**config.mk**
```make
export PLATFORM = sky130hd
export DESIGN_NAME = mem_access_unit
export DESIGN_NICKNAME = d
export VERILOG_FILES = /design/src/rtl/mem_access_unit.sv
export SDC_FILE = /design/constraint.sdc
export NUM_CORES = 1
export LEC_CHECK = 0
export CORE_MARGIN = 1.5
export CORE_UTILIZATION = 30
export DETAILED_ROUTE_END_ITERATION = 10
export SKIP_LAST_GASP = 1
export SLEW_MARGIN = 20
export SYNTH_ARGS = -nofsm -noshare
export SYNTH_HDL_FRONTEND = slang
export SYNTH_SLANG_ARGS = --single-unit
```
**constraint.sdc**
```tcl
create_clock -name clk -period 2.45 [get_ports clk]
set_clock_uncertainty 0.05 [all_clocks]
set_input_delay 0.245 -clock clk [delete_from_list [all_inputs] [get_ports clk]]
set_output_delay 0.245 -clock clk [all_outputs]
set_load 0.005 [all_outputs]
```
**src/rtl/mem_access_unit.sv**
```systemverilog
// rtl/mem_access_unit.sv - memory-stage controller: byte/half/word access over a req/ack bus with timeout
module mem_access_unit #(
  parameter int DATA_W  = 32,
  parameter int ADDR_W  = 30,
  parameter int TIMEOUT = 255
) (
  input  logic                                  clk,
  input  logic                                  reset,
  input  logic                                  ex_en,
  input  logic [3:0]                            ex_mem_op,
  input  logic [DATA_W-1:0]                     ex_mem_wr_data,
  input  logic [ADDR_W+$clog2(DATA_W/8)-1:0]    ex_out,
  output logic                                  bus_req,
  output logic [ADDR_W-1:0]                     bus_addr,
  output logic                                  bus_rw,
  output logic [DATA_W-1:0]                     bus_wr_data,
  output logic [DATA_W/8-1:0]                   bus_be,
  input  logic [DATA_W-1:0]                     bus_rd_data,
  input  logic                                  bus_ack,
  output logic [DATA_W-1:0]                     out,
  output logic                                  busy,
  output logic                                  miss_align,
  output logic                                  bus_err
);

  localparam int BE_W  = DATA_W / 8;
  localparam int OFF_W = $clog2(BE_W);
  localparam int EX_W  = ADDR_W + OFF_W;
  localparam int IDX_W = $clog2(DATA_W);
  localparam logic [15:0] TO_LAST = 16'(TIMEOUT - 1);
  localparam logic [BE_W-1:0] BE_BYTE0 = {1'b1, {(BE_W-1){1'b0}}};
  localparam logic [BE_W-1:0] BE_HALF0 = {2'b11, {(BE_W-2){1'b0}}};

  localparam logic [3:0] OP_LDW  = 4'd1;
  localparam logic [3:0] OP_STW  = 4'd2;
  localparam logic [3:0] OP_LDH  = 4'd3;
  localparam logic [3:0] OP_LDHU = 4'd4;
  localparam logic [3:0] OP_LDB  = 4'd5;
  localparam logic [3:0] OP_LDBU = 4'd6;
  localparam logic [3:0] OP_STH  = 4'd7;
  localparam logic [3:0] OP_STB  = 4'd8;

  typedef enum logic [1:0] {S_IDLE, S_ACCESS, S_DONE} state_t;
  state_t state, state_nx;

  logic [3:0]        op_q;
  logic [OFF_W-1:0]  off_q;
  logic [15:0]       wait_cnt;
  logic [DATA_W-1:0] out_q;
  logic              req_q, err_q, rw_q;
  logic [ADDR_W-1:0] addr_q;
  logic [BE_W-1:0]   be_q;
  logic [DATA_W-1:0] wdata_q;

  logic [OFF_W-1:0]  ex_off;
  logic              is_word, is_half, is_byte, is_store, is_mem, aligned, accept;
  logic [BE_W-1:0]   ex_be;
  logic [DATA_W-1:0] ex_wdata;
  logic [DATA_W-1:0] ex_ext;
  logic              timed_out;

  assign ex_off    = ex_out[OFF_W-1:0];
  assign ex_ext    = DATA_W'(ex_out);
  assign accept    = ex_en && is_mem && aligned;
  assign timed_out = (wait_cnt == TO_LAST);

  always_comb begin
    is_word  = (ex_mem_op == OP_LDW) || (ex_mem_op == OP_STW);
    is_half  = (ex_mem_op == OP_LDH) || (ex_mem_op == OP_LDHU) || (ex_mem_op == OP_STH);
    is_byte  = (ex_mem_op == OP_LDB) || (ex_mem_op == OP_LDBU) || (ex_mem_op == OP_STB);
    is_store = (ex_mem_op == OP_STW) || (ex_mem_op == OP_STH) || (ex_mem_op == OP_STB);
    is_mem   = is_word || is_half || is_byte;
    // Offset 0 is the most significant lane, so enables shift right with the offset.
    if (is_word) begin
      aligned  = (ex_off == '0);
      ex_be    = '1;
      ex_wdata = ex_mem_wr_data;
    end else if (is_half) begin
      aligned  = !ex_off[0];
      ex_be    = BE_HALF0 >> ex_off;
      ex_wdata = {(DATA_W/16){ex_mem_wr_data[15:0]}};
    end else begin
      aligned  = 1'b1;
      ex_be    = BE_BYTE0 >> ex_off;
      ex_wdata = {BE_W{ex_mem_wr_data[7:0]}};
    end
  end

  logic [IDX_W-1:0]  byte_lsb, half_lsb;
  logic [7:0]        lane_b;
  logic [15:0]       lane_h;
  logic [DATA_W-1:0] load_val;

  always_comb begin
    byte_lsb = IDX_W'(DATA_W - 8)  - {off_q, 3'b000};
    half_lsb = IDX_W'(DATA_W - 16) - {off_q[OFF_W-1:1], 4'b0000};
    lane_b   = bus_rd_data[byte_lsb +: 8];
    lane_h   = bus_rd_data[half_lsb +: 16];
    case (op_q)
      OP_LDH:  load_val = {{(DATA_W-16){lane_h[15]}}, lane_h};
      OP_LDHU: load_val = {{(DATA_W-16){1'b0}}, lane_h};
      OP_LDB:  load_val = {{(DATA_W-8){lane_b[7]}}, lane_b};
      OP_LDBU: load_val = {{(DATA_W-8){1'b0}}, lane_b};
      default: load_val = bus_rd_data;
    endcase
  end

  always_ff @(posedge clk) begin
    if (reset) state <= S_IDLE;
    else       state <= state_nx;
  end

  always_comb begin
    state_nx   = state;
    busy       = 1'b0;
    miss_align = 1'b0;
    out        = '0;
    case (state)
      S_IDLE: begin
        if (ex_en && !is_mem) begin
          out = ex_ext;
        end else if (ex_en && !aligned) begin
          miss_align = 1'b1;
        end else if (accept) begin
          busy     = 1'b1;
          state_nx = S_ACCESS;
        end
      end
      S_ACCESS: begin
        busy = 1'b1;
        if (bus_ack || timed_out) state_nx = S_DONE;
      end
      S_DONE: begin
        out      = out_q;
        state_nx = S_IDLE;
      end
      default: state_nx = S_IDLE;
    endcase
  end

  always_ff @(posedge clk) begin
    if (reset) begin
      op_q     <= '0;
      off_q    <= '0;
      wait_cnt <= '0;
      out_q    <= '0;
      req_q    <= 1'b0;
      err_q    <= 1'b0;
      rw_q     <= 1'b0;
      addr_q   <= '0;
      be_q     <= '0;
      wdata_q  <= '0;
    end else begin
      case (state)
        S_IDLE: begin
          if (accept) begin
            op_q     <= ex_mem_op;
            off_q    <= ex_off;
            addr_q   <= ex_out[EX_W-1:OFF_W];
            be_q     <= ex_be;
            rw_q     <= is_store;
            wdata_q  <= is_store ? ex_wdata : '0;
            req_q    <= 1'b1;
            wait_cnt <= '0;
            out_q    <= '0;
          end
        end
        S_ACCESS: begin
          // An ack on the final wait cycle takes priority over the timeout.
          if (bus_ack) begin
            req_q <= 1'b0;
            out_q <= rw_q ? '0 : load_val;
          end else if (timed_out) begin
            req_q <= 1'b0;
            err_q <= 1'b1;
            out_q <= '0;
          end else begin
            wait_cnt <= wait_cnt + 16'd1;
          end
        end
        default: err_q <= 1'b0;
      endcase
    end
  end

  assign bus_req     = req_q;
  assign bus_addr    = addr_q;
  assign bus_rw      = rw_q;
  assign bus_be      = be_q;
  assign bus_wr_data = wdata_q;
  assign bus_err     = err_q;

endmodule

```
==> results of run 1 <==
==> worst min path at each step <==
stage / from / end / slack [ps] / depth (start not counted)
2_1_floorplan: ex_out[2] / bus_addr[0]$_SDFFE_PP0P_ / 330 / 2
3_3_place_gp: bus_addr[1]$_SDFFE_PP0P_ / bus_addr[1]$_SDFFE_PP0P_ / 390 / 2
3_5_place_dp: bus_addr[22]$_SDFFE_PP0P_ / bus_addr[22]$_SDFFE_PP0P_ / 400 / 2
4_1_cts: reset / bus_wr_data[1]$_SDFFE_PP0P_ / 280 / 3
5_1_grt: ex_mem_op[0] / op_q[0]$_SDFFE_PP0P_ / 260 / 4
6_report: ex_mem_op[0] / op_q[0]$_SDFFE_PP0P_ / 240 / 4
==> metrics by stage <==
stage	power [uW]	hold slack (ps)	instance area [sq um]	utilization
3_5_place_dp	3090	397.3	8571	0.4375
3_3_place_gp	3087	392.4	8571	0.4375
4_1_cts	5726	283.3	9229	0.4711
5_1_grt	5934	262.3	9348	0.4772
6_report	5706	241.4	9353	0.4774
2_1_floorplan	2574	331.0	6025	-
==> repair_timing <==
action                     4_1_cts  5_1_grt
pin swaps                        6       12
setup endpoints to repair       34       33
buffers inserted                 1        8
resized for setup               26       41
gates cloned                     1        1
==> worst reg2reg max path, cell delays in order, from the launching register on <==
cell,delay (ps)
dfxtp_1,340
or4_1,550
or4_4,630
nand2_4,120
o22ai_4,80
buf_12,180
a21o_1,220
==> cell families after synthesis <==
kind of cell / count (synthesis)
flops: 125
xor+xnor: 16
fa+ha+maj: 2
compound gates: 213
simple gates: 251
buf+inv: 69
mux: 41
==> layout make-up <==
cell class	instances	area, sq um	share of cell area
multi-input combinational	523	3261	0.3486
clock buffer	21	470.5	0.05030
tap	265	331.6	0.03545
clock inverter	10	138.9	0.01485
timing repair buffer	261	2618	0.2799
antenna	2	5.005	0.0005351
sequential	125	2502	0.2676
inverter	7	26.28	0.002809
==> layer usage <==
layer | wire, microns | GRT usage
met2 | 9848 | 0.3118
met3 | 1258 | 0.04969
met1 | 9757 | 0.2739
met4 | 427 | 0.07443
met5 | 0 | 0
==> registers in the layout, indices dropped and copies added, names as in the netlist <==
name,cells
bus_err,1
bus_req,1
bus_addr,30
bus_be,4
out_q,32
bus_wr_data,32
bus_rw,1
off_q,2
op_q,4
state,2
wait_cnt,16
==> synthesized netlist by cell type, types with 2 or more instances <==
cell type	count
or3_1	6
nand4b_1	4
a21o_1	10
nand4_1	3
buf_6	4
o21bai_1	2
ha_1	2
clkbuf_1	37
mux2i_1	18
a21boi_0	2
a31oi_1	2
nor2_1	102
mux2_2	23
nor2b_1	2
nand2b_1	7
nand3b_1	2
buf_1	2
a211oi_1	2
a21oi_1	64
a22oi_1	48
o2bb2ai_1	32
xor2_1	12
a221oi_1	7
nand2_1	92
xnor2_1	4
buf_2	17
o21ai_0	18
a311oi_1	3
inv_1	7
nor4b_1	2
dfxtp_1	125
nand3_1	8
nor3_1	8
nor4_1	3
o21ai_1	4
a22o_1	8
==> where the power goes <==
| part | switching [uW] | total (uW) | internal [uW] |
|---|---|---|---|
| Sequential | 46.4 | 2140 | 2100 |
| Clock | 946 | 2620 | 1670 |
| Combinational | 433 | 942 | 509 |
==> impl_metrics.tcl, run 1 <==
set metrics [dict create \
    crit_type "flop to output port" \
    rows 51 \
    cts_buffers 17 \
    dp_slack_ps -214.7 \
    maxSlewViolCount 0 \
    grt_pass1_vias 5749 \
    rr_worst_depth 6 \
    synth_area_leaders "dfxtp_1 42%, nor2_1 6.4%, a22oi_1 6.0%, nand2_1 5.7%, a21oi_1 5.3%" \
    cts_hold_buffers 0 \
    final_antenna_net_count 0 \
    synth-seq-cells 125 \
    hold_violations 0 \
    clkSinkCount 125 \
    clk_pin_slew_ps 60 \
    rsz0062_at_grt "true" \
    drive_above_1_share 0.1468 \
    worstPathRequired_ps 2150 \
    detail_route.wl_per_cell_microns 17.54 \
    r2r_setup_slack_ps 180 \
    max_slew_margin 0.4003 \
    clockRootBuffer "clkbuf_16" \
    grt_max_degree 68 \
    port_buffers 206 \
    fin_nets 1041 \
    vias 6011 \
    core_area_sq_um 19590 \
    first_pass_iters 4 \
    reg2reg_from "wait_cnt[12]$_SDFFE_PP0P_" \
    yosysUniqueCellTypes 61 \
    p_per_area_nw_per_um2 610.1 \
    cp_max_fo 7 \
    outcome "finished clean" \
    start_util 0.3075 \
    die-area_sq_um 20940 \
    regToRegEndpoint "out_q[15]$_SDFFE_PP0P_" \
    synth_simple_gate_area_frac 0.1848 \
    synth_top_family_by_area "compound AO/OA/AOI/OAI gates" \
    antenna_found_initial 1 \
    synthFlopType "dfxtp_1" \
    critPathTopFamily "simple AND/OR/NAND/NOR gates" \
    grt_pass1_wl_microns 32160 \
    synth_xor_area_frac 0.02326 \
    route.detailed.drc 0 \
    cap_violations 0 \
    final_common_cell "clkdlybuf4s50_1" \
    synth_compound_gate_area_share 0.2471 \
    synth_edf_count 0 \
    grt_usage 0.2024 \
    nFillCells 1942 \
    syn-num-nets 823 \
    crit_end "out[5]" \
    fmax_mhz 408.8 \
    worstSetupEndpointType "output port" \
    ir_drop_mv 0.4043 \
    yosys_warnings 0 \
    first_iter_violations 421 \
    startpoint "state[1]$_SDFFE_PP0P_" \
    ios 207 \
    setup_viol 0 \
    synth_top_cell_by_area "dfxtp_1" \
    period_share 0.9983 \
    crit_path_start_kind "flop" \
    critPathMaxStageDelay_ps 520 \
    synth_top_area_share 0.4154 \
    fin_ws_ps 4.104 \
    power_leakage_uw 0.003673 \
    path_cells "nand2b_4, or2_4, nor2_4, buf_12, a22oi_1, nor2_1, clkdlybuf4s50_1" \
    synthToLayoutAreaGrowth_pct 55.24 \
    htree_levels 4 \
    place_inst 1170 \
    yosys-mux-area-fraction 0.07290 \
    synth_area_sq_um 6025 \
    path_buf_inv 2 \
    tightest_slew_ps 896.3 \
    clockBufferDepth 2 \
    fin_cells 1214 \
    critPathArrivalTime_ps 2150 \
    overflow 0 \
    synth_area_per_cell_sq_um 8.402 \
    final_cell_mix "173 x clkdlybuf4s50_1, 125 x dfxtp_1, 101 x nor2_1, 92 x nand2_1, 62 x a21oi_1" \
    synthArstFlopShare 0 \
    routed_wl_microns 21290 \
    fp.dieH_microns 144.7 \
    slowest_stage "clkdlybuf4s50_1" \
    yosysSeqAreaShare 0.4154 \
    syn_inst 717 \
    post-dp-hpwl_microns 14630 \
    hp-class "input port to flop" \
    yosys.area_share.adder 0.004154 \
    clock_latency_ps 410 \
    gp_congestion 0.7949 \
    crit_cells 7 \
    die_x_microns 144.7 \
    cts_tree "built" \
    viasPerCell 4.951 \
    setup-tns-final_ps 0 \
    post-route-min-period_ps 2446 \
]
Note: power is estimated with default switching activity, not from simulation.
==> inputs of run 2 (changes only) <==
--- a/config.mk
+++ b/config.mk
@@ -5,9 +5,11 @@
 export SDC_FILE = /design/constraint.sdc
 export NUM_CORES = 1
 export LEC_CHECK = 0
+export CORE_ASPECT_RATIO = 1.5
 export CORE_MARGIN = 1.5
 export CORE_UTILIZATION = 30
 export DETAILED_ROUTE_END_ITERATION = 10
+export PLACE_DENSITY = 0.64
 export SKIP_LAST_GASP = 1
 export SLEW_MARGIN = 20
 export SYNTH_ARGS = -nofsm -noshare
==> run 2 against run 1 <==
Compared with the run above: the run now ends with negative setup slack left; sequential cell count unchanged; utilization down 0.81 points; final cell count down 0.74%; via count up 0.38%; clock power down 8.8%; critical path depth unchanged; routed wire length down 0.17%; non-clock buffer count down 3; global-route usage down 0.13 points; sequential share of layout area up 0.30 points; critical path type unchanged; highest routed layer unchanged.
==> impl_metrics.tcl, run 2 (synthesis results as in run 1) <==
set metrics [dict create \
    outcome "complete, but fails checks" \
    violations "negative setup slack" \
    synthToLayoutAreaGrowth_pct 53.52 \
    dpl-instance-area_sq_um 8557 \
    r2r_setup_slack_ps 180 \
    rr_worst_depth 6 \
    vias 6034 \
    regToRegEndpoint "out_q[17]$_SDFFE_PP0P_" \
    overflow 0 \
    cap_violations 0 \
    dp_slack_ps -175.9 \
    start_util 0.3057 \
    clockBufferDepth 2 \
    clk_pin_slew_ps 60 \
    power_frac_clock 0.437 \
    fin_ws_ps -36.16 \
    seqPwrFrac 0.391 \
    first_iter_violations 323 \
    fp.dieH_microns 176.6 \
    diodes 0 \
    seqCellArea_sq_um 2502 \
    period_share 1.015 \
    comb_power_share 0.171 \
    routed_wl_microns 21260 \
    nFillCells 1915 \
    final_antenna_net_count 0 \
    holdPathEnd "bus_wr_data[0]$_SDFFE_PP0P_" \
    multi_input_area_sq_um 3226 \
    rows 63 \
    drive_above_1_share 0.1302 \
    detail_route.wl_per_cell_microns 17.64 \
    final_common_cell "clkdlybuf4s50_1" \
    hold_violations 0 \
    first_pass_iters 7 \
    place_inst 1169 \
    post-route-min-period_ps 2486 \
    critPathArrivalTime_ps 2190 \
    setup_viol 11 \
    setup-tns-final_ps -130.4 \
    grt_usage 0.2011 \
    cts_tree "built" \
    die-area_sq_um 20960 \
    worstPathRequired_ps 2150 \
    port_buffers 206 \
    htree_levels 4 \
    p_per_area_nw_per_um2 591.7 \
    tightest_slew_ps 915.9 \
    hp-class "input port to flop" \
    hold_depth 2 \
    ir_drop_mv 0.3766 \
    clockRootBuffer "clkbuf_16" \
    crit_path_start_kind "flop" \
    grt_pass1_wl_microns 32880 \
    rsz0062_at_grt "true" \
    die_x_microns 118.7 \
    internal-power_uw 4028 \
    post-dp-hpwl_microns 15410 \
    viasPerCell 5.007 \
    p_sw_frac 0.2639 \
    p_sw_uw 1444 \
    fin_cells 1205 \
    grt_max_degree 38 \
    ios 207 \
    gp_congestion 0.8554 \
    finalInstanceArea_sq_um 9249 \
    core_area_sq_um 19710 \
    reg2reg_from "state[1]$_SDFFE_PP0P_" \
    cp_max_fo 16 \
    final_cell_mix "184 x clkdlybuf4s50_1, 125 x dfxtp_1, 101 x nor2_1, 92 x nand2_1, 62 x a21oi_1" \
    clkSinkCount 125 \
    fmax_mhz 402.2 \
    grt_pass1_vias 5998 \
    crit_type "flop to output port" \
    route.detailed.drc 0 \
    max_slew_margin 0.3871 \
    cts_buffers 17 \
    power_leakage_uw 0.003673 \
    antenna_found_initial 0 \
    hp-start "reset" \
    worstSetupEndpointType "output port" \
    maxSlewViolCount 0 \
    clock_latency_ps 410 \
    fin_nets 1038 \
]
==> run 2: changes by cell type in the layout (fill, tap and decap cells not counted), moves of 3 or more <==
| cell | change |
|---|---|
| dlymetal6s2s_1 | +3 |
| clkdlybuf4s50_1 | +11 |
| buf_12 | -3 |
| clkdlybuf4s15_1 | -5 |
| clkbuf_2 | -9 |
| clkinv_4 | +3 |
==> run 2: worst max-delay path, stage by stage (launching register included) <==
cell and delay (ps):
dfxtp_1 320, nand2b_1 150, or2_4 240, nor2_4 140, buf_12 170, a22oi_1 70
nor2_1 140, clkdlybuf4s50_1 530
==> run 2: what timing repair did <==
| item | 4_1_cts | 5_1_grt |
|---|---|---|
| pin swaps | 0 | 6 |
| gates resized for setup | 11 | 16 |
| setup endpoints to repair | 34 | 31 |
| cloned | 2 | 0 |
| setup buffers | 1 | 1 |
| hold buffers | 0 | 0 |
==> run 2: worst max-delay path by stage <==
| stage | slack [ps] | startpoint | end |
|---|---|---|---|
| after floorplan | 320 | wait_cnt[12]$_SDFFE_PP0P_ | out_q[10]$_SDFFE_PP0P_ |
| after CTS | -150 | state[1]$_SDFFE_PP0P_ | out[6] |
| final | -40 | state[1]$_SDFFE_PP0P_ | out[21] |
| after detailed placement | -180 | ex_mem_op[0] | bus_wr_data[8]$_SDFFE_PP0P_ |
| after global routing | -150 | state[1]$_SDFFE_PP0P_ | out[21] |
| after global placement | -100 | ex_mem_op[0] | miss_align |
==> run 2: metrics by stage <==
step	hold slack, ps	utilization	total power [uW]
2_1_floorplan	331.0	-	2574
3_3_place_gp	384.4	0.4342	3094
3_5_place_dp	390.2	0.4342	3099
4_1_cts	33.31	0.4669	5543
5_1_grt	61.16	0.4693	5714
6_report	58.72	0.4693	5472
==> run 2: layout make-up <==
cell class                 instances  area share
clock buffer                      19     0.04789
clock inverter                    13     0.01272
inverter                           7    0.002841
multi-input combinational        523      0.3488
sequential                       125      0.2706
tap                              260     0.03517
timing repair buffer             258      0.2821
==> run 2: power by group through the flow <==
| stage | clock (uW) | sequential, uW | combinational [uW] |
|---|---|---|---|
| finish | 2390 | 2140 | 938 |
| detailed placement | 0 | 2190 | 914 |
| global placement | 0 | 2180 | 910 |
| floorplan | 0 | 2170 | 399 |
| CTS | 2450 | 2140 | 948 |
| global route | 2550 | 2150 | 1010 |
==> run 2: metal layers <==
metal,routed length (microns),vias up,global-route usage
met3,1215,28,0.05233
met2,10940,198,0.3626
met4,514,0,0.07781
met1,8589,2812,0.2256
met5,0,-,0
li1,-,2996,-
